## src/rtl/cmd_dispatch.sv

```systemverilog
// cmd_dispatch: pops commands from a first-word-fall-through FIFO, holds reads
// until the target bank has a free read credit, then presents the command to
// that bank until the bank accepts it. One command in flight at a time.
//
// state | meaning
// ------+-----------------------------------------------------------------
// IDLE  | nothing held; pop the FIFO head as soon as it is present
// HOLD  | command captured; writes move on, reads wait for a bank credit
// ISSUE | command presented one-hot to its bank until that bank is ready
module cmd_dispatch #(
  parameter int DATA_WIDTH = 32,
  parameter int NUM_BANK   = 4,
  parameter int MAX_CREDIT = 8
) (
  input  logic                  i_clk,
  input  logic                  i_rst_n,
  input  logic [DATA_WIDTH-1:0] i_fifo_data,
  input  logic                  i_fifo_empty,
  output logic                  o_fifo_rd_en,
  output logic [DATA_WIDTH-1:0] o_cmd,
  output logic [NUM_BANK-1:0]   o_cmd_valid,
  input  logic [NUM_BANK-1:0]   i_bank_ready,
  input  logic [NUM_BANK-1:0]   i_rd_done,
  output logic                  o_busy,
  output logic                  o_credit_err,
  output logic [15:0]           o_issue_cnt
);

  localparam int BANK_BITS = $clog2(NUM_BANK);
  localparam int CW        = $clog2(MAX_CREDIT) + 1;

  typedef enum logic [1:0] {
    S_IDLE  = 2'd0,
    S_HOLD  = 2'd1,
    S_ISSUE = 2'd2
  } state_t;

  state_t                state_q, state_d;
  logic [DATA_WIDTH-1:0] cmd_reg_q, cmd_reg_d;
  logic [CW-1:0]         credit_q [NUM_BANK];
  logic [CW-1:0]         credit_d [NUM_BANK];
  logic                  credit_err_q, credit_err_d;
  logic [15:0]           issue_cnt_q, issue_cnt_d;

  logic                  cmd_is_wr;
  logic [BANK_BITS-1:0]  cmd_bank;
  logic                  bank_has_credit;
  logic                  consume;

  assign cmd_is_wr       = cmd_reg_q[DATA_WIDTH-1];
  assign cmd_bank        = cmd_reg_q[DATA_WIDTH-2 -: BANK_BITS];
  // Registered credit only: a return this cycle unblocks HOLD on the next edge.
  assign bank_has_credit = (credit_q[cmd_bank] != '0);

  assign o_cmd        = cmd_reg_q;
  assign o_busy       = (state_q != S_IDLE);
  assign o_credit_err = credit_err_q;
  assign o_issue_cnt  = issue_cnt_q;

  // Next-state, command capture, pop/valid strobes and issue counting.
  always_comb begin
    state_d      = state_q;
    cmd_reg_d    = cmd_reg_q;
    issue_cnt_d  = issue_cnt_q;
    o_fifo_rd_en = 1'b0;
    o_cmd_valid  = '0;
    consume      = 1'b0;
    unique case (state_q)
      S_IDLE: begin
        // Reset gates the pop so nothing is taken while the block is held.
        if (!i_fifo_empty && i_rst_n) begin
          o_fifo_rd_en = 1'b1;
          cmd_reg_d    = i_fifo_data;
          state_d      = S_HOLD;
        end
      end
      S_HOLD: begin
        if (cmd_is_wr) begin
          state_d = S_ISSUE;
        end else if (bank_has_credit) begin
          consume = 1'b1;
          state_d = S_ISSUE;
        end
      end
      S_ISSUE: begin
        o_cmd_valid[cmd_bank] = 1'b1;
        if (i_bank_ready[cmd_bank]) begin
          state_d     = S_IDLE;
          issue_cnt_d = issue_cnt_q + 16'd1;
        end
      end
      default: state_d = S_IDLE;
    endcase
  end

  // Per-bank credit bookkeeping; a simultaneous return and consume cancel out.
  always_comb begin
    credit_err_d = credit_err_q;
    for (int b = 0; b < NUM_BANK; b++) begin
      credit_d[b] = credit_q[b];
      if (i_rd_done[b] && !(consume && (cmd_bank == BANK_BITS'(b)))) begin
        if (credit_q[b] == CW'(MAX_CREDIT)) begin
          credit_err_d = 1'b1;
        end else begin
          credit_d[b] = credit_q[b] + CW'(1);
        end
      end else if (!i_rd_done[b] && consume && (cmd_bank == BANK_BITS'(b))) begin
        credit_d[b] = credit_q[b] - CW'(1);
      end
    end
  end

  // State, held command, credits, error flag and issue counter registers.
  always_ff @(posedge i_clk or negedge i_rst_n) begin
    if (!i_rst_n) begin
      state_q      <= S_IDLE;
      cmd_reg_q    <= '0;
      credit_err_q <= 1'b0;
      issue_cnt_q  <= '0;
      for (int b = 0; b < NUM_BANK; b++) begin
        credit_q[b] <= CW'(MAX_CREDIT);
      end
    end else begin
      state_q      <= state_d;
      cmd_reg_q    <= cmd_reg_d;
      credit_err_q <= credit_err_d;
      issue_cnt_q  <= issue_cnt_d;
      for (int b = 0; b < NUM_BANK; b++) begin
        credit_q[b] <= credit_d[b];
      end
    end
  end

endmodule

```

## config.mk

```make
export PLATFORM = sky130hd
export DESIGN_NAME = cmd_dispatch
export DESIGN_NICKNAME = d
export VERILOG_FILES = /design/src/rtl/cmd_dispatch.sv
export SDC_FILE = /design/constraint.sdc
export NUM_CORES = 1
export LEC_CHECK = 0
export BUFFER_PORTS_ARGS = -buffer_cell sky130_fd_sc_hd__buf_2
export CAP_MARGIN = 20
export CORE_UTILIZATION = 44
export DETAILED_ROUTE_END_ITERATION = 6
export GPL_ROUTABILITY_DRIVEN = 0
export GPL_TIMING_DRIVEN = 0
export PLACE_DENSITY = 0.79
export SYNTH_ARGS = -nofsm -noshare
export SYNTH_HDL_FRONTEND = slang
export SYNTH_SLANG_ARGS = --single-unit
```

## constraint.sdc

```tcl
create_clock -name i_clk -period 6.87 [get_ports i_clk]
set_input_delay 0.3435 -clock i_clk [delete_from_list [all_inputs] [get_ports i_clk]]
set_output_delay 0.3435 -clock i_clk [all_outputs]
set_load 0.005 [all_outputs]
```

==> results.sh, run 1 <==
export IMPL_status="completed"
export IMPL_hold_violations=0
export IMPL_p_leak_nw=2.00
export IMPL_wl_per_cell_um=14.3
export IMPL_finalSetupViolCount=0
export IMPL_fmax_mhz=347
export IMPL_rows=31
export IMPL_ys_ff_latch=67
export IMPL_fin_util=0.567
export IMPL_crit_fanout=5
export IMPL_final_nets=433
export IMPL_p_per_area_mw_per_mm2=398
export IMPL_numPortBuffers=95
export IMPL_path_clk_slew_ns=0.07
export IMPL_endpoint_kind="register"
export IMPL_critPathRequiredTime_ns=7.13
export IMPL_wl_met1_mm=3.06
export IMPL_fin_crit_sh=0.420
export IMPL_clk_latency_ns=0.34
export IMPL_hp_class="input port to asynchronous set/reset pin"
export IMPL_crit_family="compound AO/OA/AOI/OAI gates"
export IMPL_wirelength_mm=6.88
export IMPL_path_class="register to register"
export IMPL_max_vdd_ir_drop_mv=0.233
export IMPL_synth_edf_count=0
export IMPL_setup_tns_ns=0
export IMPL_layout_common_cells="buf_2, dfrtp_1, mux2_2, nor2_1, nand2_1"
export IMPL_dr_total_vias=2481
export IMPL_synth_area_leaders="dfrtp_1, mux2_2, ha_1"
export IMPL_post_cts_setup_buffers=0
export IMPL_ys_warn_count=0
export IMPL_slowest_stage="dfrtp_1"
export IMPL_slew_viol_final=0
export IMPL_synth_largest_area_cell="dfrtp_1"
export IMPL_rsz0062_at_grt="false"
export IMPL_seq_area_frac_synth=0.499
export IMPL_top_layer_used="met4"
export IMPL_grt_max_degree=69
export IMPL_critPathMaxStageDelay_ns=0.46
export IMPL_initial_core_util=0.460
export IMPL_synth_fp_nets=327
export IMPL_grt_pass1_vias=2554
export IMPL_drt_pass1_iterations=4
export IMPL_syn_avg_cell_area_sq_um=12.4
export IMPL_cts_max_path_buffers=2
export IMPL_cts_resized=0
export IMPL_root_buffer="clkbuf_8"
export IMPL_dp_hpwl_mm=5.16
export IMPL_synth_cell_types=54
export IMPL_syn_area_sq_mm=0.00337
export IMPL_die_h_um=89.5
export IMPL_cap_violations=0
export IMPL_antenna_cells=0
export IMPL_drt_first_iter_violations=110
export IMPL_ant_nets=0
export IMPL_antenna_found_initial=0
export IMPL_final_common_cell="buf_2"
export IMPL_overflow=0
export IMPL_grt_total_usage=0.190
export IMPL_synth_main_ff_cell="dfrtp_1"
export IMPL_met2_length_mm=3.27
export IMPL_post_route_min_period_ns=2.88
export IMPL_maxSlewHeadroom=0.440
export IMPL_dieArea_sq_mm=0.00802
export IMPL_route_met3_wl_um=495
export IMPL_worst_slew_pin_slew_ns=0.840
export IMPL_drive_gt1_frac=0.440
export IMPL_critPathLaunchType="register"
export IMPL_die_w_um=89.5
export IMPL_cts_tree="done"
export IMPL_drt_vias_per_instance=5.16
export IMPL_cp_arrival_ns=3.15
export IMPL_cts_buffers=9
export IMPL_hold_slack_ns=0.103
export IMPL_io_pins=98
export IMPL_area_delta_synth_final_pct=23.3
export IMPL_cp_cell_sequence="nor4_4, o22ai_2, o21ai_1, nand2_1, ha_1, a21o_1, a21oi_1, o211ai_1, or2_2, a31oi_1"
export IMPL_drc=0
export IMPL_synthCells=271
export IMPL_async_reset_ff_frac=1.00
export IMPL_core_region_area_sq_mm=0.00733
export IMPL_yosysTopAreaCellShare=0.468
export IMPL_nFillCells=608
export IMPL_cts_hold_buf=0
export IMPL_cp_buffers_inverters=0
export IMPL_grt_pass1_wl_mm=11.4
export IMPL_fin_worst_skew_ns=0.0134
export IMPL_clock_sinks=67
export IMPL_power_w=0.00165
export IMPL_htreeDepth=3
worst paths after layout:
kind,slack (ns),from,cells past startpoint,end
max reg2reg,3.99,credit_q[1]$_DFFE_PN0P_,10,credit_q[7]$_DFFE_PN1P_
max in group asynchronous,6.22,i_rst_n,1,credit_q[8]$_DFFE_PN0P_
min,0.10,i_rst_n,1,o_cmd[22]$_DFFE_PN0P_
min reg2reg,0.46,o_issue_cnt[15]$_DFFE_PN0P_,1,o_issue_cnt[15]$_DFFE_PN0P_
max,3.99,credit_q[1]$_DFFE_PN0P_,10,credit_q[7]$_DFFE_PN1P_
min in group i_clk,0.23,i_fifo_data[18],2,o_cmd[18]$_DFFE_PN0P_
synthesized netlist by cell type (all sizes together) (4+ instances only):
master  number
a21o         7
a21oi        7
a22o         5
buf          5
dfrtp       63
dfstp        4
fa           4
ha           9
mux2        39
nand2       15
nand2b       5
nand4        8
nor2        16
nor3         7
nor4         4
o22ai        4
or2          4
xnor2       11
xor2        11
worst register-to-register path, cell delays in order, from the launching register on:
cell      delay (ns)
dfrtp_1         0.46
nor4_4          0.45
o22ai_2         0.19
o21ai_1         0.29
nand2_1         0.18
ha_1            0.32
a21o_1          0.17
a21oi_1         0.15
o211ai_1        0.13
or2_2           0.30
a31oi_1         0.18
registers in the layout, indices dropped and copies added, names as in the netlist:
register and count:
state_q 2, o_credit_err 1, o_issue_cnt 16, o_cmd 32, credit_q 16
power breakdown:
part | internal [W] | total, W | switching (W)
registers | 0.000558 | 0.000704 | 0.000146
logic | 0.000344 | 0.000633 | 0.000289
clock network | 0.000167 | 0.000318 | 0.000151
final cells by class:
cell class,instances,area (sq um),area share
flip-flops and latches,67,1680,0.404
multi-input cells,194,1650,0.396
repair buffers,95,478,0.115
clock buffers,11,131,0.0316
well taps,99,124,0.0298
clock inverters,5,53.8,0.0129
plain buffers,8,36.3,0.00872
inverters,2,7.51,0.00181
per-layer routing:
layer	global-route usage	up-vias
li1	-	1196
met1	0.235	1204
met2	0.306	76
met3	0.0776	5
met4	0.0534	0
met5	0	-
logic make-up after synthesis:
logic type,after synthesis,share of synthesized area
multiplexers,43,0.148
adder cells (fa/ha/maj),13,0.0571
flip-flops,67,0.499
AND/OR/NAND/NOR,75,0.130
buffers and inverters,10,0.0130
AO/OA/AOI/OAI,41,0.0961
XOR/XNOR,22,0.0571
per-stage QoR:
step	cell area, sq um	setup WS (ns)	cells
after floorplan	3370	4.28	271
after global placement	3970	3.92	465
after detailed placement	3970	4.00	465
after CTS	4160	3.98	481
after global routing	4160	3.73	481
final	4160	3.99	481
No activity file was read; power rests on OpenSTA's default activity.
==> run 2, diff against run 1 <==
ABC_AREA = 1   (was default)
PLACE_DENSITY = 0.78   (was 0.79)
clock period = 2.9 ns   (was 6.87 ns; I/O delays follow)
==> results.sh, run 2 <==
export IMPL_status="completed"
export IMPL_ff2ff_setup_slack_ns=0.44
export IMPL_cp_arrival_ns=2.37
export IMPL_drive_gt1_frac=0.290
export IMPL_drt_vias_per_instance=4.81
export IMPL_fin_util=0.593
export IMPL_maxSlewHeadroom=0.587
export IMPL_final_cells=654
export IMPL_worst_slew_pin_slew_ns=0.620
export IMPL_dp_hpwl_mm=5.74
export IMPL_drt_pass1_iterations=4
export IMPL_yosysTopAreaCellShare=0.443
export IMPL_grt_total_usage=0.206
export IMPL_ys_top_cells_by_count="nand2_1, dfrtp_1, inv_1"
export IMPL_die_h_um=92.0
export IMPL_cts_tree="done"
export IMPL_synth_largest_area_cell="dfrtp_1"
export IMPL_drt_first_iter_violations=95
export IMPL_rows=32
export IMPL_syn_area_sq_mm=0.00356
export IMPL_cp_startpoint="i_rst_n"
export IMPL_synth_fp_nets=475
export IMPL_cts_max_path_buffers=2
export IMPL_fin_worst_skew_ns=0.0122
export IMPL_synth_edf_count=0
export IMPL_area_delta_synth_final_pct=29.3
export IMPL_cp_endpoint="o_fifo_rd_en"
export IMPL_cp_cell_sequence="dlygate4sd3_1, buf_6, inv_1, nor3_4, clkbuf_1, buf_2"
export IMPL_ys_warn_count=0
export IMPL_hold_violations=0
export IMPL_wirelength_mm=8.32
export IMPL_grt_pass1_wl_mm=13.8
export IMPL_core_region_area_sq_mm=0.00777
export IMPL_critPathLaunchType="input port"
export IMPL_wl_per_cell_um=12.7
export IMPL_finalSetupViolCount=0
export IMPL_hp_class="input port to register"
export IMPL_p_leak_nw=2.49
export IMPL_endpoint_kind="output port"
export IMPL_critPathMaxStageDelay_ns=0.54
export IMPL_r2r_cells=16
export IMPL_critPathRequiredTime_ns=2.76
export IMPL_final_common_cell="nand2_1"
export IMPL_ant_nets=0
export IMPL_setup_tns_ns=0
export IMPL_clk_latency_ns=0.34
export IMPL_fin_crit_sh=0.867
export IMPL_rsz0062_at_grt="false"
export IMPL_post_cts_setup_buffers=0
export IMPL_p_per_area_mw_per_mm2=917
export IMPL_overflow=0
export IMPL_slowest_stage="dlygate4sd3_1"
export IMPL_place_inst=618
export IMPL_clock_sinks=67
export IMPL_grt_pass1_vias=3055
export IMPL_synth_main_ff_cell="dfrtp_1"
export IMPL_timing_rr_end="credit_q[15]$_DFFE_PN1P_"
export IMPL_post_synth_top_count_cell="nand2_1"
export IMPL_numPortBuffers=97
export IMPL_timing_final_ws_setup_ns=0.385
export IMPL_synthCells=419
export IMPL_async_reset_ff_frac=1.00
export IMPL_die_w_um=92.0
export IMPL_post_route_min_period_ns=2.51
export IMPL_path_class="input port to output port"
export IMPL_cts_buffers=9
export IMPL_crit_cells=6
export IMPL_io_pins=98
export IMPL_dr_total_vias=3148
export IMPL_slew_viol_final=0
export IMPL_ys_ff_latch=67
export IMPL_grt_max_degree=69
export IMPL_power_w=0.00422
export IMPL_synth_area_leaders="dfrtp_1, nand2_1, xor2_1"
export IMPL_syn_avg_cell_area_sq_um=8.50
export IMPL_place_ws_ns=0.457
export IMPL_drc=0
export IMPL_root_buffer="clkbuf_8"
export IMPL_path_clk_slew_ns=0.07
export IMPL_cp_buffers_inverters=5
export IMPL_dieArea_sq_mm=0.00846
export IMPL_fmax_mhz=398
export IMPL_cap_violations=0
export IMPL_r2r_start="o_cmd[29]$_DFFE_PN0P_"
export IMPL_antenna_found_initial=1
export IMPL_antenna_cells=0
export IMPL_largest_register_ffs=32
export IMPL_seq_area_frac_synth=0.472
export IMPL_crit_family="buffers and inverters"
export IMPL_max_vdd_ir_drop_mv=0.534
export IMPL_final_nets=603
export IMPL_layout_common_cells="nand2_1, buf_2, dfrtp_1, inv_1, nand3_1"
export IMPL_crit_fanout=68
export IMPL_initial_core_util=0.458
export IMPL_htreeDepth=3
export IMPL_synth_cell_types=34
==> run 2: cell types whose count changed after synthesis, sizes merged, moves of 5 or more <==
cell | previous run | this run
nor2 | 16 | 26
xnor2 | 11 | 6
a21oi | 7 | 0
a21o | 7 | 0
nand3 | 3 | 35
mux2 | 39 | 3
a22o | 5 | 0
nand2b | 5 | 0
inv | 2 | 39
nand2 | 15 | 168
o21ai | 3 | 8
==> run 2: kinds of logic (layout without fill, tap and decap cells) <==
kind of cell | after synthesis | count (layout) | share of synthesized area
compound gates | 15 | 15 | 0.0256
flops | 67 | 67 | 0.472
buf+inv | 47 | 180 | 0.0517
xor+xnor | 21 | 21 | 0.0517
simple gates | 253 | 253 | 0.333
fa+ha+maj | 13 | 13 | 0.0541
mux | 3 | 3 | 0.0116
==> run 2: worst min-delay path by stage <==
stage	start	to	slack (ns)	depth (start not counted)
floorplan	i_rst_n	credit_q[0]$_DFFE_PN0P_	-0.15	0
global placement	i_fifo_data[5]	o_cmd[5]$_DFFE_PN0P_	0.34	3
detailed placement	i_rst_n	o_issue_cnt[8]$_DFFE_PN0P_	0.31	1
CTS	i_fifo_data[29]	o_cmd[29]$_DFFE_PN0P_	0.001	3
global route	i_fifo_data[29]	o_cmd[29]$_DFFE_PN0P_	0.008	3
finish	i_fifo_data[31]	o_cmd[31]$_DFFE_PN0P_	0.02	3
==> run 2: final cells by class <==
type | count | area, sq um
well taps | 102 | 128
multi-input cells | 305 | 1700
clock inverters | 7 | 92.6
flip-flops and latches | 67 | 1680
plain buffers | 8 | 37.5
fillers | 688 | 3160
clock buffers | 9 | 124
repair buffers | 117 | 692
inverters | 39 | 146
==> run 2: repair_timing <==
| action | 4_1_cts | 5_1_grt |
|---|---|---|
| hold buffers | 20 | 0 |
| setup endpoints to repair | 0 | 1 |
| gates resized for setup | 0 | 2 |
| hold endpoints to repair | 82 | 0 |
==> run 2: per-layer routing <==
metal	global-route usage	vias to the layer above	wire length, um
met5	0	-	13
met4	0.0482	2	64
met3	0.0688	8	479
met2	0.355	78	4210
met1	0.248	1473	3550
li1	-	1587	-
==> run 2: through the flow <==
stage	instance area (sq um)	hold WS (ns)
after global routing	4600	0.00779
after detailed placement	4180	0.310
final	4600	0.0174
after global placement	4170	0.344
after floorplan	3560	-0.151
after CTS	4590	0.00144
==> run 2: where the power goes <==
part | internal, W | switching (W)
Combinational | 0.000713 | 0.000997
Sequential | 0.00134 | 0.000331
Clock | 0.000482 | 0.000360
==> run 2: worst register-to-register path, delay by kind of cell, from the launching register on <==
kind                     cells  cell delay, ns
buffers and inverters        2            0.14
flip-flops                   1            0.46
AND/OR/NAND/NOR             12            1.26
adder cells (fa/ha/maj)      1            0.31
AO/OA/AOI/OAI                1            0.20
==> run 3, diff against run 2 <==
ABC_AREA = default   (was 1)
CELL_PAD_IN_SITES_DETAIL_PLACEMENT = 0   (was default)
CELL_PAD_IN_SITES_GLOBAL_PLACEMENT = 2   (was default)
CORE_UTILIZATION = 33   (was 44)
PLACE_DENSITY = 0.88   (was 0.78)
==> results.sh, run 3 (synthesis gave the netlist of run 1 again) <==
export IMPL_status="completed"
export IMPL_drt_first_iter_violations=66
export IMPL_r2r_start="o_cmd[31]$_DFFE_PN0P_"
export IMPL_die_w_um=103
export IMPL_cap_violations=0
export IMPL_grtUsageMet3=0.0549
export IMPL_dieArea_sq_mm=0.0106
export IMPL_die_h_um=103
export IMPL_wirelength_mm=7.05
export IMPL_cp_buffers_inverters=1
export IMPL_met1_usage=0.174
export IMPL_hp_class="input port to register"
export IMPL_slowest_stage="dfrtp_1"
export IMPL_rows=36
export IMPL_clock_sinks=67
export IMPL_initial_core_util=0.343
export IMPL_final_common_cell="buf_2"
export IMPL_path_clk_slew_ns=0.08
export IMPL_cp_cell_sequence="or3b_1, buf_2, nor2_1, o21ai_2, nand2_1, ha_1, a21o_1, a21oi_1, o211ai_1, or2_2, a31oi_1"
export IMPL_cts_max_path_buffers=2
export IMPL_wl_per_cell_um=13.6
export IMPL_fin_worst_skew_ns=0.00898
export IMPL_critPathMaxStageDelay_ns=0.40
export IMPL_core_region_area_sq_mm=0.00982
export IMPL_finalInstanceArea_sq_mm=0.00429
export IMPL_r2r_cells=11
export IMPL_largest_register_ffs=32
export IMPL_slew_viol_final=0
export IMPL_gr_usage_met2=0.216
export IMPL_p_leak_nw=2.03
export IMPL_crit_fanout=7
export IMPL_final_nets=436
export IMPL_finalSetupViolCount=0
export IMPL_antenna_cells=0
export IMPL_drc=0
export IMPL_grt_pass1_vias=2338
export IMPL_min_to="o_cmd[6]$_DFFE_PN0P_"
export IMPL_crit_family="simple AND/OR/NAND/NOR gates"
export IMPL_drive_gt1_frac=0.452
export IMPL_clk_latency_ns=0.34
export IMPL_place_ws_ns=-0.00427
export IMPL_critPathLaunchType="register"
export IMPL_numPortBuffers=95
export IMPL_grt_total_usage=0.138
export IMPL_dr_total_vias=2476
export IMPL_cts_buffers=9
export IMPL_hp_start="i_fifo_data[6]"
export IMPL_max_vdd_ir_drop_mv=0.446
export IMPL_cts_tree="done"
export IMPL_p_per_area_mw_per_mm2=946
export IMPL_hold_violations=0
export IMPL_area_delta_synth_final_pct=27.3
export IMPL_io_pins=98
export IMPL_path_class="register to register"
export IMPL_critPathRequiredTime_ns=3.17
export IMPL_endpoint_kind="register"
export IMPL_drt_vias_per_instance=4.78
export IMPL_antenna_found_initial=0
export IMPL_ant_nets=0
export IMPL_layout_common_cells="buf_2, dfrtp_1, mux2_2, nor2_1, nand2_1"
export IMPL_globalRoute_busiestLayer="met2"
export IMPL_rsz0062_at_grt="false"
export IMPL_root_buffer="clkbuf_8"
export IMPL_drt_pass1_iterations=4
export IMPL_timing_rr_end="credit_q[7]$_DFFE_PN1P_"
export IMPL_dp_hpwl_mm=5.16
export IMPL_min_path_cells=2
export IMPL_htreeDepth=3
export IMPL_maxSlewHeadroom=0.593
export IMPL_power_w=0.00406
export IMPL_grt_max_degree=69
export IMPL_worst_slew_pin_slew_ns=0.610
export IMPL_fin_crit_sh=0.934
export IMPL_post_route_min_period_ns=2.71
export IMPL_grt_pass1_wl_mm=11.1
export IMPL_overflow=0
export IMPL_timing_final_ws_setup_ns=0.191
export IMPL_dpl_cell_area_sq_mm=0.00402
export IMPL_cp_arrival_ns=2.97
export IMPL_ff2ff_setup_slack_ns=0.19
export IMPL_fmax_mhz=369
[run 3: repair_timing]
action,4_1_cts,5_1_grt
hold buffers,1,0
resized for setup,2,4
cloned,0,0
setup buffers,0,2
pin swaps,0,2
hold endpoints to repair,63,0
setup endpoints to repair,1,4
[run 3: layer usage]
layer,part of all wire,vias to the layer above
met5,0,-
met4,0.012,0
met3,0.091,9
met2,0.43,102
met1,0.47,1151
li1,-,1214
[run 3: worst max path at each step]
| stage | start | endpoint | slack, ns | depth (start not counted) |
|---|---|---|---|---|
| finish | o_cmd[31]$_DFFE_PN0P_ | credit_q[7]$_DFFE_PN1P_ | 0.19 | 11 |
| global placement | i_rst_n | o_cmd[16]$_DFFE_PN0P_ | -0.004 | 4 |
| CTS | o_cmd[31]$_DFFE_PN0P_ | credit_q[3]$_DFFE_PN1P_ | 0.02 | 9 |
| global route | credit_q[5]$_DFFE_PN0P_ | credit_q[7]$_DFFE_PN1P_ | 0.02 | 10 |
| floorplan | credit_q[1]$_DFFE_PN0P_ | credit_q[7]$_DFFE_PN1P_ | 0.31 | 10 |
| detailed placement | o_cmd[31]$_DFFE_PN0P_ | credit_q[3]$_DFFE_PN1P_ | -0.004 | 9 |
[run 3: cell type report]
class,count,area (sq um)
clock buffer,12,145
tap,133,166
buffer,8,36.3
clock inverter,4,73.8
sequential,67,1680
fill,957,5530
multi-input combinational,194,1680
timing repair buffer,98,507
inverter,2,7.51
[run 3: report_power, final]
group          internal [W]  switching (W)
Clock              0.000509       0.000358
Sequential          0.00132       0.000342
Combinational      0.000842       0.000693
Total               0.00267        0.00139
[run 3: worst reg2reg max path: cells and delay by family, from the launching register on]
| family | cells | cell delay, ns |
|---|---|---|
| buf+inv | 1 | 0.20 |
| compound gates | 5 | 0.76 |
| fa+ha+maj | 1 | 0.25 |
| simple gates | 4 | 1.04 |
| flops | 1 | 0.40 |
[run 3: stage by stage]
stage | utilization | hold WS (ns) | instances | TNS [ns]
3_5_place_dp | 0.409 | 0.319 | 499 | -0.00427
5_1_grt | 0.437 | 0.00476 | 518 | 0
2_1_floorplan | - | -0.151 | 271 | 0
3_3_place_gp | 0.409 | 0.376 | 499 | -0.0278
6_report | 0.437 | 0.0320 | 518 | 0
4_1_cts | 0.433 | 0.0101 | 516 | 0
